**src/rtl/seg_pkg.sv**
```systemverilog
// -----------------------------------------------------------------------------
// seg_pkg
// Shared definitions for the 7-segment shift-register link receiver.
//   SEG_FRAME_BITS : bits per link frame (one display refresh word)
//   rx_state_e     : receiver FSM state (IDLE = waiting for first bit,
//                    SHIFT = frame partially received)
// -----------------------------------------------------------------------------
package seg_pkg;

  localparam int SEG_FRAME_BITS = 64;

  typedef enum logic {
    IDLE  = 1'b0,
    SHIFT = 1'b1
  } rx_state_e;

endpackage : seg_pkg

```
**src/rtl/seg_sync_edge.sv**
```systemverilog
// -----------------------------------------------------------------------------
// seg_sync_edge
// Brings the four link pins into the receiver clock domain and detects rising
// edges of the link bit clock.
//   clk, rst_n      : receiver clock, asynchronous active-low reset
//   i_seg_clk       : link bit clock pin
//   i_seg_dt        : link serial data pin
//   i_seg_clr       : link clear pin (active-low)
//   i_seg_en        : link enable pin (active-high)
//   o_edge          : one-cycle pulse on a synchronized seg_clk rising edge
//   o_dt_s          : synchronized data, aligned with o_edge
//   o_clr_n_s       : synchronized clear (active-low)
//   o_en_s          : synchronized enable
// SYNC_STAGES must be at least 2.
// -----------------------------------------------------------------------------
module seg_sync_edge #(
  parameter int SYNC_STAGES = 2
) (
  input  logic clk,
  input  logic rst_n,
  input  logic i_seg_clk,
  input  logic i_seg_dt,
  input  logic i_seg_clr,
  input  logic i_seg_en,
  output logic o_edge,
  output logic o_dt_s,
  output logic o_clr_n_s,
  output logic o_en_s
);

  logic [SYNC_STAGES-1:0] r_clk_sync;
  logic [SYNC_STAGES-1:0] r_dt_sync;
  logic [SYNC_STAGES-1:0] r_clr_sync;
  logic [SYNC_STAGES-1:0] r_en_sync;
  logic                   r_clk_d;

  // Data uses the same depth as the bit clock so that the bit presented on
  // o_dt_s is the one that was on the pin when seg_clk rose.
  always_ff @(posedge clk or negedge rst_n) begin
    if (!rst_n) begin
      r_clk_sync <= '0;
      r_dt_sync  <= '0;
      r_clr_sync <= '0;
      r_en_sync  <= '0;
      r_clk_d    <= 1'b0;
    end else begin
      r_clk_sync <= {r_clk_sync[SYNC_STAGES-2:0], i_seg_clk};
      r_dt_sync  <= {r_dt_sync[SYNC_STAGES-2:0],  i_seg_dt};
      r_clr_sync <= {r_clr_sync[SYNC_STAGES-2:0], i_seg_clr};
      r_en_sync  <= {r_en_sync[SYNC_STAGES-2:0],  i_seg_en};
      r_clk_d    <= r_clk_sync[SYNC_STAGES-1];
    end
  end

  assign o_edge    = r_clk_sync[SYNC_STAGES-1] & ~r_clk_d;
  assign o_dt_s    = r_dt_sync[SYNC_STAGES-1];
  assign o_clr_n_s = r_clr_sync[SYNC_STAGES-1];
  assign o_en_s    = r_en_sync[SYNC_STAGES-1];

endmodule : seg_sync_edge

```
**src/rtl/seg_s2p_rx.sv**
```systemverilog
// -----------------------------------------------------------------------------
// seg_s2p_rx
// Serial-to-parallel receiver for the 7-segment shift-register link
// (SEGCLK/SEGDT/SEGCLR/SEGEN). Oversamples the link, reassembles MSB-first
// frames of FRAME_BITS bits and reports each complete frame on num.
//   clk, rst_n   : receiver clock (>= 4x seg_clk), async active-low reset
//   seg_clk      : link bit clock, data sampled on its rising edge
//   seg_dt       : link serial data, MSB first
//   seg_clr      : link clear, active-low, discards a partial frame
//   seg_en       : link enable, bit-clock edges ignored while low
//   num          : last complete frame, bit FRAME_BITS-1 = first bit received
//   num_valid    : one-cycle pulse when num is updated
//   frame_err    : one-cycle pulse when a partial frame is dropped on timeout
//   busy         : high while a frame is partially received
//   o_dbg_state  : current receiver FSM state
// Build option: define SEG_S2P_TIMEOUT_EN to enable the idle-timeout that
// drops partial frames after IDLE_CYCLES clocks without a bit. Without it a
// partial frame waits until seg_clr or reset, and frame_err is tied low.
//
// Output handshake: num_valid is a strobe with no ready/back-pressure; num is
// updated in the same cycle num_valid is high and then holds until the next
// complete frame, so a consumer may sample num on the strobe or any time later.
// -----------------------------------------------------------------------------
module seg_s2p_rx
  import seg_pkg::*;
#(
  parameter int FRAME_BITS  = SEG_FRAME_BITS,
  parameter int IDLE_CYCLES = 256,
  parameter int SYNC_STAGES = 2
) (
  input  logic                  clk,
  input  logic                  rst_n,
  input  logic                  seg_clk,
  input  logic                  seg_dt,
  input  logic                  seg_clr,
  input  logic                  seg_en,
  output logic [FRAME_BITS-1:0] num,
  output logic                  num_valid,
  output logic                  frame_err,
  output logic                  busy,
  output rx_state_e             o_dbg_state
);

  localparam int CNT_W = $clog2(FRAME_BITS + 1);
  localparam logic [CNT_W-1:0] LAST_CNT = CNT_W'(FRAME_BITS - 1);
  localparam logic [CNT_W-1:0] ONE_CNT  = CNT_W'(1);

  logic w_edge_raw;
  logic w_edge;
  logic w_dt_s;
  logic w_clr_n_s;
  logic w_en_s;

  seg_sync_edge #(
    .SYNC_STAGES (SYNC_STAGES)
  ) u_sync_edge (
    .clk       (clk),
    .rst_n     (rst_n),
    .i_seg_clk (seg_clk),
    .i_seg_dt  (seg_dt),
    .i_seg_clr (seg_clr),
    .i_seg_en  (seg_en),
    .o_edge    (w_edge_raw),
    .o_dt_s    (w_dt_s),
    .o_clr_n_s (w_clr_n_s),
    .o_en_s    (w_en_s)
  );

  assign w_edge = w_edge_raw & w_en_s;

  rx_state_e             r_state;
  logic [CNT_W-1:0]      r_bit_cnt;
  // The last bit of a frame goes straight into num, so only FRAME_BITS-1
  // earlier bits ever need holding.
  logic [FRAME_BITS-2:0] r_shreg;
  logic [FRAME_BITS-1:0] r_num;
  logic                  r_num_valid;

`ifdef SEG_S2P_TIMEOUT_EN
  localparam int IDLE_W = $clog2(IDLE_CYCLES + 1);
  localparam logic [IDLE_W-1:0] IDLE_MAX = IDLE_W'(IDLE_CYCLES);

  logic [IDLE_W-1:0] r_idle_cnt;
  logic              r_frame_err;
  logic              w_timeout;

  assign w_timeout = (r_idle_cnt == IDLE_MAX);
`else
  // IDLE_CYCLES has no effect without the timeout; it is kept so both
  // builds share one parameter list.
  if (IDLE_CYCLES < 1) begin : g_idle_cycles_unused
  end
`endif

  always_ff @(posedge clk or negedge rst_n) begin
    if (!rst_n) begin
      r_state     <= IDLE;
      r_bit_cnt   <= '0;
      r_shreg     <= '0;
      r_num       <= '0;
      r_num_valid <= 1'b0;
`ifdef SEG_S2P_TIMEOUT_EN
      r_idle_cnt  <= '0;
      r_frame_err <= 1'b0;
`endif
    end else begin
      r_num_valid <= 1'b0;
`ifdef SEG_S2P_TIMEOUT_EN
      r_frame_err <= 1'b0;
`endif
      // Link clear wins over a bit edge in the same cycle; num is kept.
      if (!w_clr_n_s) begin
        r_state   <= IDLE;
        r_bit_cnt <= '0;
`ifdef SEG_S2P_TIMEOUT_EN
        r_idle_cnt <= '0;
`endif
      end else begin
        case (r_state)
          IDLE: begin
            if (w_edge) begin
              r_shreg   <= {r_shreg[FRAME_BITS-3:0], w_dt_s};
              r_bit_cnt <= ONE_CNT;
              r_state   <= SHIFT;
`ifdef SEG_S2P_TIMEOUT_EN
              r_idle_cnt <= '0;
`endif
            end
          end
          SHIFT: begin
            if (w_edge) begin
              r_shreg <= {r_shreg[FRAME_BITS-3:0], w_dt_s};
`ifdef SEG_S2P_TIMEOUT_EN
              r_idle_cnt <= '0;
`endif
              if (r_bit_cnt == LAST_CNT) begin
                r_num       <= {r_shreg, w_dt_s};
                r_num_valid <= 1'b1;
                r_bit_cnt   <= '0;
                r_state     <= IDLE;
              end else begin
                r_bit_cnt <= r_bit_cnt + ONE_CNT;
              end
            end
`ifdef SEG_S2P_TIMEOUT_EN
            else if (w_timeout) begin
              // Leaving SHIFT clears the counter, so it never passes IDLE_MAX.
              r_frame_err <= 1'b1;
              r_bit_cnt   <= '0;
              r_idle_cnt  <= '0;
              r_state     <= IDLE;
            end else begin
              r_idle_cnt <= r_idle_cnt + IDLE_W'(1);
            end
`endif
          end
          default: begin
            r_state <= IDLE;
          end
        endcase
      end
    end
  end

  assign num         = r_num;
  assign num_valid   = r_num_valid;
  assign busy        = (r_state == SHIFT);
  assign o_dbg_state = r_state;
`ifdef SEG_S2P_TIMEOUT_EN
  assign frame_err   = r_frame_err;
`else
  assign frame_err   = 1'b0;
`endif

endmodule : seg_s2p_rx

```
**config.mk**
```make
export PLATFORM = sky130hd
export DESIGN_NAME = seg_s2p_rx
export DESIGN_NICKNAME = d
export VERILOG_FILES = /design/src/rtl/seg_pkg.sv /design/src/rtl/seg_sync_edge.sv /design/src/rtl/seg_s2p_rx.sv
export SDC_FILE = /design/constraint.sdc
export NUM_CORES = 1
export LEC_CHECK = 0
export ABC_CLOCK_PERIOD_IN_PS = 4900
export CAP_MARGIN = 15
export CORE_UTILIZATION = 46
export CTS_BUF_LIST = sky130_fd_sc_hd__clkbuf_2 sky130_fd_sc_hd__clkbuf_4 sky130_fd_sc_hd__clkbuf_8
export CTS_CLUSTER_SIZE = 20
export DETAILED_ROUTE_END_ITERATION = 10
export HOLD_SLACK_MARGIN = 0.1
export PLACE_DENSITY = 0.78
export SLEW_MARGIN = 25
export SYNTH_ARGS = -nofsm -noshare
export SYNTH_HDL_FRONTEND = slang
export SYNTH_SLANG_ARGS = --single-unit
export TNS_END_PERCENT = 100
```
**constraint.sdc**
```tcl
create_clock -name clk -period 4.9 [get_ports clk]
set_input_delay 0.98 -clock clk [delete_from_list [all_inputs] [get_ports clk]]
set_output_delay 0.98 -clock clk [all_outputs]
set_load 0.005 [all_outputs]
```
==> results.json <==
{
  "overflow": 0,
  "setup_viol": 0,
  "pin_count": 74,
  "p_seq_share_pct": 54.3,
  "vias_per_cell": 5.06,
  "crit_end": "num[48]",
  "dp_hpwl_mm": 5.64,
  "synth_area_mm2": 0.00568,
  "placed_cell_area_mm2": 0.00649,
  "hold_depth": 0,
  "antenna_found_initial": 0,
  "cts.repair.resized": 0,
  "synth_flop_cell": "dfrtp_1",
  "clock-root-buffer": "clkbuf_8",
  "synth_edf_count": 0,
  "num_rows": 40,
  "port_buffers": 72,
  "final.fill_count": 937,
  "num_vias": 2878,
  "clk_pin_slew_ns": 0.07,
  "first_pass_iters": 4,
  "finalMaxSlewViolations": 0,
  "grt.busiest_layer": "met2",
  "ys.warnings.count": 0,
  "crit_path_start": "r_bit_cnt[0]",
  "cts_tree": "built",
  "grt_use_total_pct": 15.8,
  "status": "finished, final reports clean",
  "route.antenna.remaining_nets": 0,
  "dieArea_mm2": 0.0128,
  "peakVddDrop_v": 0.000227,
  "cts_setup_buffers": 0,
  "p_sw_share_pct": 20.8,
  "min_path_type": "reg2reg",
  "die_h_um": 113,
  "diodes": 0,
  "grtUsageMet1_pct": 20.8,
  "fin_crit_sh_pct": 59.4,
  "path_class": "reg2reg",
  "drt_iter0_drc": 118,
  "switchingPower_uw": 473,
  "grt_first_pass_wirelength_mm": 15.5,
  "r2r_end": "num[48]",
  "worst_pin_slew_ns": 0.865,
  "nets": 417,
  "gp_congestion": 0.747,
  "cp.arrival_ns": 3.22,
  "max-slew-margin-rel_pct": 42.4,
  "clockBufferDepth": 2,
  "yosys.cell_types.count": 29,
  "cp-end-kind": "register",
  "fin_crit_ns": 2.91,
  "seq_area_frac_synth_pct": 63.9,
  "p_comb_share_pct": 2.5,
  "tns_ns": 0,
  "final_common_cell": "dfrtp_1",
  "grt_max_degree": 114,
  "grt_use_met3_pct": 5.89,
  "rsz0062_at_grt": "no",
  "wl_per_cell_um": 16.1,
  "synth_area_per_cell_um2": 17.1,
  "regToRegSetupSlack_ns": 1.99,
  "final_cell_area_mm2": 0.00692,
  "required_ns": 5.21,
  "synthCells": 332,
  "remaining_drc_errors": 0,
  "final_cell_mix": "145 x dfrtp_1, 71 x clkdlybuf4s50_1, 67 x mux2_2, 60 x mux2_4, 22 x clkbuf_8",
  "die_x_um": 113,
  "clock_sinks": 145,
  "routed_wirelength_mm": 9.16,
  "power.density_mw_per_mm2": 328,
  "start_util_pct": 47.3,
  "area_growth_pct": 21.8,
  "clk_latency_ns": 0.44,
  "ctsHoldBuffers": 0,
  "maxCapViolCount": 0,
  "ys_ff_latch": 145,
  "p_int_mw": 1.80,
  "finalClockSkew_ns": 0.0140,
  "cts_buffers": 17,
  "fmax_ghz": 0.344,
  "p_clk_share_pct": 43.2,
  "postSynth.asyncResetShare_pct": 100,
  "core_area_mm2": 0.0120,
  "leakage_nw": 3.53,
  "critPathMaxFanout": 35,
  "reg2regPathDepth": 6,
  "htree_levels": 4,
  "syn-num-nets": 339,
  "use_met2_pct": 23.4,
  "grt_pass1_vias": 3027,
  "r2r_start": "r_bit_cnt[0]",
  "min-delay-start": "u_sync_edge.r_dt_sync[0]",
  "final_layout_size_suffix_gt1_share_pct": 39.1,
  "hold_viol": 0,
  "setup.worst_path.start_class": "register"
}
[metrics by stage]
step	util (%)	hold slack [ns]	power (mW)	setup slack (ns)	instances
after floorplan	-	0.331	1.28	3.09	332
after global placement	54.0	0.333	1.31	2.17	538
after detailed placement	54.0	0.336	1.32	1.99	538
after CTS	57.6	0.352	2.30	1.99	569
after global routing	57.6	0.361	2.36	1.82	569
final	57.6	0.349	2.27	1.99	569
[metal layers]
metal,up-vias,wire length [um]
met2,79,4330
met5,-,0
met3,13,501
met1,1470,4190
li1,1316,-
met4,0,134
[flip-flops by register name, indices dropped and copies added, names as in the netlist]
name	cells
r_bit_cnt	7
u_sync_edge.r_clk_d	1
busy	1
num	64
u_sync_edge.r_en_sync	2
u_sync_edge.r_clk_sync	2
num_valid	1
r_shreg	63
u_sync_edge.r_clr_sync	2
u_sync_edge.r_dt_sync	2
[final cells by class]
cell class	count	area [um2]	area share (%)
Inverter	2	7.51	0.108
Sequential cell	145	3630	52.4
Clock inverter	9	130	1.88
Multi-Input combinational cell	169	1930	27.8
Clock buffer	22	297	4.28
Timing Repair Buffer	75	747	10.8
Tap cell	147	184	2.66
[cell usage after synthesis (3+ instances only)]
cell type	instances	area, um2
dfrtp_1	145	3630
o21a_1	3	22.5
buf_2	7	35.0
nand2_1	8	30.0
nand3_1	3	15.0
o21ai_0	5	25.0
mux2_4	60	901
mux2_2	67	754
a21oi_1	3	15.0
buf_6	6	67.6
[worst max-delay path: stages (launching register included)]
cell	delay (ns)
dfrtp_1	0.39
ha_1	0.23
nand4_1	0.20
nor3_4	0.30
nand4_4	0.66
buf_4	0.60
mux2_4	0.37
[power groups by stage]
stage	registers, mW	clock network [mW]	logic, mW
2_1_floorplan	1.25	0	0.0280
3_3_place_gp	1.25	0	0.0570
3_5_place_dp	1.26	0	0.0595
4_1_cts	1.23	1.01	0.0598
5_1_grt	1.24	1.06	0.0657
6_report	1.23	0.980	0.0572
[how the worst min path moves through the flow]
stage / to / slack (ns)
after floorplan: u_sync_edge.r_clk_sync[1] / 0.33
after global placement: u_sync_edge.r_dt_sync[1] / 0.33
after detailed placement: u_sync_edge.r_dt_sync[1] / 0.34
after CTS: u_sync_edge.r_dt_sync[1] / 0.35
after global routing: u_sync_edge.r_dt_sync[1] / 0.36
final: u_sync_edge.r_dt_sync[1] / 0.35
[cell families (layout without fill, tap and decap cells)]
kind of cell,Yosys count,count (layout),synth area share [%]
fa+ha+maj,1,1,0.220
flops,145,145,63.9
simple gates,24,24,2.64
compound gates,16,16,1.81
other cells,1,1,0.0660
mux,127,127,29.1
buf+inv,18,108,2.27
(Power assumes the default switching activity.)
